**config.mk**
```make
export PLATFORM = sky130hd
export DESIGN_NAME = mul_issue_ctrl
export DESIGN_NICKNAME = d
export VERILOG_FILES = /design/src/rtl/mul_issue_ctrl.sv
export SDC_FILE = /design/constraint.sdc
export NUM_CORES = 1
export LEC_CHECK = 0
export ABC_AREA = 1
export CORE_MARGIN = 8
export CORE_UTILIZATION = 51
export CTS_BUF_LIST = sky130_fd_sc_hd__clkbuf_8
export CTS_CLUSTER_DIAMETER = 40
export DETAILED_ROUTE_END_ITERATION = 8
export PLACE_DENSITY_LB_ADDON = 0.08
export SLEW_MARGIN = 5
export SYNTH_ARGS = -nofsm -noshare
export SYNTH_HDL_FRONTEND = slang
export SYNTH_SLANG_ARGS = --single-unit
export TNS_END_PERCENT = 50
```
**constraint.sdc**
```tcl
create_clock -name Clock -period 4.92 [get_ports Clock]
set_input_delay 0.492 -clock Clock [delete_from_list [all_inputs] [get_ports Clock]]
set_output_delay 0.492 -clock Clock [all_outputs]
set_load 0.02 [all_outputs]
```
**src/rtl/mul_issue_ctrl.sv**
```systemverilog
// Sequencer around the 8x8 shift-add multiplier: operand stream in, level Start/Done
// handshake to the multiplier, product plus optional running sum out, sticky watchdog.
module mul_issue_ctrl #(
  parameter int ACC_W   = 24,
  parameter int TIMEOUT = 31
) (
  input  logic             Clock,
  input  logic             Reset,
  input  logic             In_Valid,
  output logic             In_Ready,
  input  logic [7:0]       In_A,
  input  logic [7:0]       In_B,
  input  logic             In_Acc,
  output logic             Out_Valid,
  input  logic             Out_Ready,
  output logic [15:0]      Out_Product,
  output logic [ACC_W-1:0] Out_Sum,
  output logic             Mul_Start,
  output logic [7:0]       Mul_Multiplicand,
  output logic [7:0]       Mul_Multiplier,
  input  logic [15:0]      Mul_Product,
  input  logic             Mul_Done,
  output logic             Busy,
  output logic             Err,
  output logic [1:0]       Dbg_State
);

  // Handshakes: a transfer happens on a rising edge where valid and ready are both 1;
  // a producer never drops valid (or changes data) before that edge.
  typedef enum logic [1:0] {
    S_IDLE    = 2'd0,
    S_ISSUE   = 2'd1,
    S_RELEASE = 2'd2,
    S_OUT     = 2'd3
  } state_t;

  state_t           state;
  logic             acc_sel;
  logic             timed_out;
  logic [ACC_W-1:0] acc;
  logic [7:0]       timer;
  logic [ACC_W-1:0] acc_next;

  always_comb begin
    acc_next = acc_sel ? acc + ACC_W'(Mul_Product) : ACC_W'(Mul_Product);
  end

  assign Dbg_State = state;

  always_ff @(posedge Clock) begin
    if (Reset) begin
      state            <= S_IDLE;
      In_Ready         <= 1'b1;
      Out_Valid        <= 1'b0;
      Mul_Start        <= 1'b0;
      Busy             <= 1'b0;
      Err              <= 1'b0;
      Out_Product      <= '0;
      Out_Sum          <= '0;
      Mul_Multiplicand <= '0;
      Mul_Multiplier   <= '0;
      acc              <= '0;
      acc_sel          <= 1'b0;
      timed_out        <= 1'b0;
      timer            <= '0;
    end else begin
      case (state)
        S_IDLE: begin
          if (In_Valid && In_Ready) begin
            Mul_Multiplicand <= In_A;
            Mul_Multiplier   <= In_B;
            acc_sel          <= In_Acc;
            Mul_Start        <= 1'b1;
            In_Ready         <= 1'b0;
            Busy             <= 1'b1;
            timer            <= '0;
            state            <= S_ISSUE;
          end
        end
        S_ISSUE: begin
          timer <= timer + 8'd1;
          // Done has priority over the watchdog when both land on the same cycle.
          if (Mul_Done) begin
            Out_Product <= Mul_Product;
            acc         <= acc_next;
            Out_Sum     <= acc_next;
            Mul_Start   <= 1'b0;
            timed_out   <= 1'b0;
            state       <= S_RELEASE;
          end else if (timer == 8'(TIMEOUT - 1)) begin
            Err       <= 1'b1;
            Mul_Start <= 1'b0;
            timed_out <= 1'b1;
            state     <= S_RELEASE;
          end
        end
        S_RELEASE: begin
          // The multiplier holds Done one cycle past Start falling; wait it out.
          if (!Mul_Done) begin
            if (timed_out) begin
              In_Ready <= 1'b1;
              Busy     <= 1'b0;
              state    <= S_IDLE;
            end else begin
              Out_Valid <= 1'b1;
              state     <= S_OUT;
            end
          end
        end
        S_OUT: begin
          if (Out_Ready) begin
            Out_Valid <= 1'b0;
            In_Ready  <= 1'b1;
            Busy      <= 1'b0;
            state     <= S_IDLE;
          end
        end
        default: state <= S_IDLE;
      endcase
    end
  end

endmodule
```
==> run summary <==
Clock tree synthesis selected as its root buffer the cell clkbuf_8. After legalization and detailed placement, the total HPWL measured 7970 um. With fillers left out, the area of the finished cells amounts to 5260 sq um. The shortest clock period the worst path allows after layout is 2.46 ns. The clock drives 73 sinks. The number of filler instances in the final layout came out at 660. The share of cells above drive strength 1 came out at 4.43%.

The average cell area after synthesis came out at 6.65 sq um. By startpoint and endpoint, the worst setup path is classified as input port to register. After detailed routing, the number of vias per cell comes to 5.11. The maximum buffer depth of the clock tree came out at 2. For this run, the post-layout net count is 752. The TritonCTS clock tree is built. The largest clock skew in the final design is 0.00471 ns. The delay of the slowest critical-path stage came out at 0.69 ns. In this run the horizontal extent of the chip is 105 um. The starting density of the core is 52.3%.

The number of failing hold endpoints at the final stage came to 0. The count of instances resized after the clock tree is built is 0. The routed design has about 11000 um of wire. The class of the tightest hold or removal check is register to register. The gate count of the mapped netlist came out at about 600. STA puts the critical path data arrival time at ~2.8 ns. During synthesis, Yosys emitted a total of 0 warnings. The wire length per cell after detailed routing came out at 13.2 um.

After floorplanning, the core was divided into 32 placement rows. In this run the tightest slew margin relative to its limit is about half. The sequential element share of the synthesized area came out at 36.6%.

In the final timing run, aggregate negative setup slack is 0 ns. The initial DRC count is 153. The standard cell with the maximum stage delay on the critical path is clkdlybuf4s50_1. The worst setup path is captured at a register. The number of slew-limit violations in the final report came out at 0.

The final period utilization is between 40 and 50%. Traced cell by cell, the critical path runs through clkdlybuf4s50_1 > inv_1 > nand2_2 > a21oi_1 > o21ai_0 > nand2_1. The proportion of register bits with asynchronous set or reset after synthesis is 0%. The flow ran to the end, and the final reports show no timing, DRC or antenna violations. The largest net degree at the start of global routing is 31. The weighted congestion at the end of routability-driven global placement came out at approximately 0.87. The number of buffers inserted for hold repair after clock tree synthesis came out at 0. The first global-routing pass estimated 17800 um of wire. The setup check on the worst reg-to-reg path leaves a slack of 2.81 ns. Synthesis produced a netlist with a net count of 658. The worst register-to-register path has a depth of 14. During placement, the flow inserted port buffers numbering 100. The y dimension of the die is 105 um. The tool flagged a number of max-cap violations equal to 0. The worst hold path terminates at Out_Product[7]$_SDFFE_PP0P_. The antenna diode instance count is 0. The pin slew with the least headroom to its limit is 0.750 ns. Static timing analysis puts the maximum clock frequency at roughly 410 MHz. The remaining number of nets flagged by the antenna check after routing came out at 0. Yosys mapped a number of flops with a built-in enable equal to 0.

The flip-flop and latch count after synthesis is 73. Setup repair after global routing left no endpoint under its margin. The maximum net fanout on the critical path is 30.

For the worst setup path, the data required time is about 5.2 ns. The leakage power total came out at 2.40 nW. The placement-stage cell area came out at roughly 5000 sq um. The final count of negative-setup-slack endpoints is 0. The initial antenna violation count was 0. The startpoint of the lowest-slack hold path is Out_Product[7]$_SDFFE_PP0P_. The total routing usage reported by global routing is 19.2%. In this run the critical register-to-register path is launched from acc[0]$_SDFFE_PP0P_.

The number of H-tree levels is 3. For this design the top-level I/O count stands at 101. The endpoint identified for the worst register-to-register timing path is acc[20]$_SDFFE_PP0P_. The DRC violation count after routing came out at 0. The total congestion overflow is 0. The clock-pin slew reported for the worst setup and hold paths after clock tree synthesis came out at 0.08 ns. The ratio of total power to cell area came out at around 430 nW/um^2. The minimum hold slack is 0.457 ns. The buffer count from post-CTS setup fixing came out at 0. STA classifies the critical path startpoint as an input port. IR analysis of the VDD net gives a maximum drop of 0.295 mV. The number of global-route vias before repair was 3969. For this run, the leading register cell type out of synthesis is dfxtp_1. The insertion delay to the later sink of the worst-skew pair came out at 0.34 ns. The total area inside the core boundary comes to 7650 sq um. The area growth from synthesis to layout is 31.7%.

The cell area after synthesis is 4000 sq um. The number of cells traversed by the worst hold path is 2. The total via count in the routed design is 4091. TritonCTS created 9 clock buffers. The number of search-and-repair iterations in the first detailed-routing pass came out at 4. The floorplan step defined a die boundary enclosing 10900 sq um.

Synthesis instantiated 35 different standard cells from the library.
==> power breakdown <==
group          switching, mW  internal [mW]
logic                  0.580          0.375
clock network          0.231          0.296
registers              0.101          0.705
total                  0.912           1.38
==> routing by layer <==
| layer | up-vias | track usage (%) | wire (um) |
|---|---|---|---|
| met4 | 0 | 7.14 | 136 |
| met2 | 86 | 34.7 | 5420 |
| li1 | 2110 | - | - |
| met3 | 9 | 6.01 | 666 |
| met1 | 1886 | 20.3 | 4370 |
| met5 | - | 0 | 0 |
==> metrics by stage <==
stage          worst slack (ns)  utilization, %  instances  power (mW)
6_report                   2.46            68.8        801        2.29
3_5_place_dp               2.08            66.0        786        1.78
4_1_cts                    2.45            68.8        801        2.31
5_1_grt                    2.23            68.8        801        2.44
2_1_floorplan              3.00               -        601        1.42
3_3_place_gp               2.15            66.0        786        1.76
==> flip-flops by register name, summed over array words and instances, names as in the netlist, 2 cells and up <==
signal            flops
Mul_Multiplicand      8
Out_Product          16
Mul_Multiplier        8
Dbg_State             2
timer                 8
acc                  24
==> Yosys cell counts (3+ instances only) <==
cell type / instances / area [sq um]
xor2_1: 7 / 61.3
ha_1: 18 / 225
nand2_1: 168 / 631
a21oi_1: 48 / 240
inv_2: 3 / 11.3
o21ai_0: 32 / 160
a211oi_1: 5 / 37.5
buf_2: 7 / 35.0
dfxtp_1: 73 / 1460
o21ai_1: 19 / 95.1
clkbuf_1: 8 / 30.0
nor3_1: 8 / 40.0
inv_1: 71 / 267
nor2_1: 75 / 282
nand4_1: 3 / 18.8
nand3_1: 31 / 155
==> how the worst max path moves through the flow <==
stage,to,start,cells after the start
2_1_floorplan,acc[20]$_SDFFE_PP0P_,acc[0]$_SDFFE_PP0P_,14
3_3_place_gp,acc[8]$_SDFFE_PP0P_,Reset,6
3_5_place_dp,acc[7]$_SDFFE_PP0P_,Reset,6
4_1_cts,acc[7]$_SDFFE_PP0P_,Reset,6
5_1_grt,acc[8]$_SDFFE_PP0P_,Reset,6
6_report,acc[8]$_SDFFE_PP0P_,Reset,6
==> cell families (layout without fill, tap and decap cells) <==
group	count (synthesis)	in the layout	share of synthesized area, %
compound gates	110	110	14.6
simple gates	299	299	31.8
xor+xnor	8	8	1.75
flops	73	73	36.6
buf+inv	92	190	9.11
fa+ha+maj	19	19	6.14
==> cells in the final DEF, fill, tap and decap left out, types with 2 or more instances in the layout <==
cell type        Yosys  layout
o21ai_1             19      19
clkinvlp_4           0       2
nand3_2              2       2
nand2_2              2       2
nor2_1              75      75
nor3_4               2       2
nand2_4              2       2
inv_1               71      71
nor3_1               8       8
nand2_1            168     168
clkbuf_8             0      10
a211oi_1             5       5
a21oi_1             48      48
xor2_1               7       7
nand3_1             31      31
nor4_1               2       2
bufinv_16            0       2
ha_1                18      18
inv_2                3       3
clkdlybuf4s50_1      0     100
o21ai_0             32      32
dfxtp_1             73      73
nand4_1              3       3
==> layout make-up <==
class	instances	area, sq um	area share [%]
Timing Repair Buffer	100	1000	19.0
Multi-Input combinational cell	436	2170	41.3
Clock inverter	5	80.1	1.52
Inverter	75	284	5.40
Sequential cell	73	1460	27.8
Tap cell	102	128	2.43
Clock buffer	10	138	2.62
==> critical path: cells and delay by family <==
| kind | cells | cell delay (ns) |
|---|---|---|
| compound gates | 2 | 0.36 |
| buf+inv | 2 | 1.29 |
| simple gates | 2 | 0.61 |
Note: power is estimated with default switching activity, not from simulation.
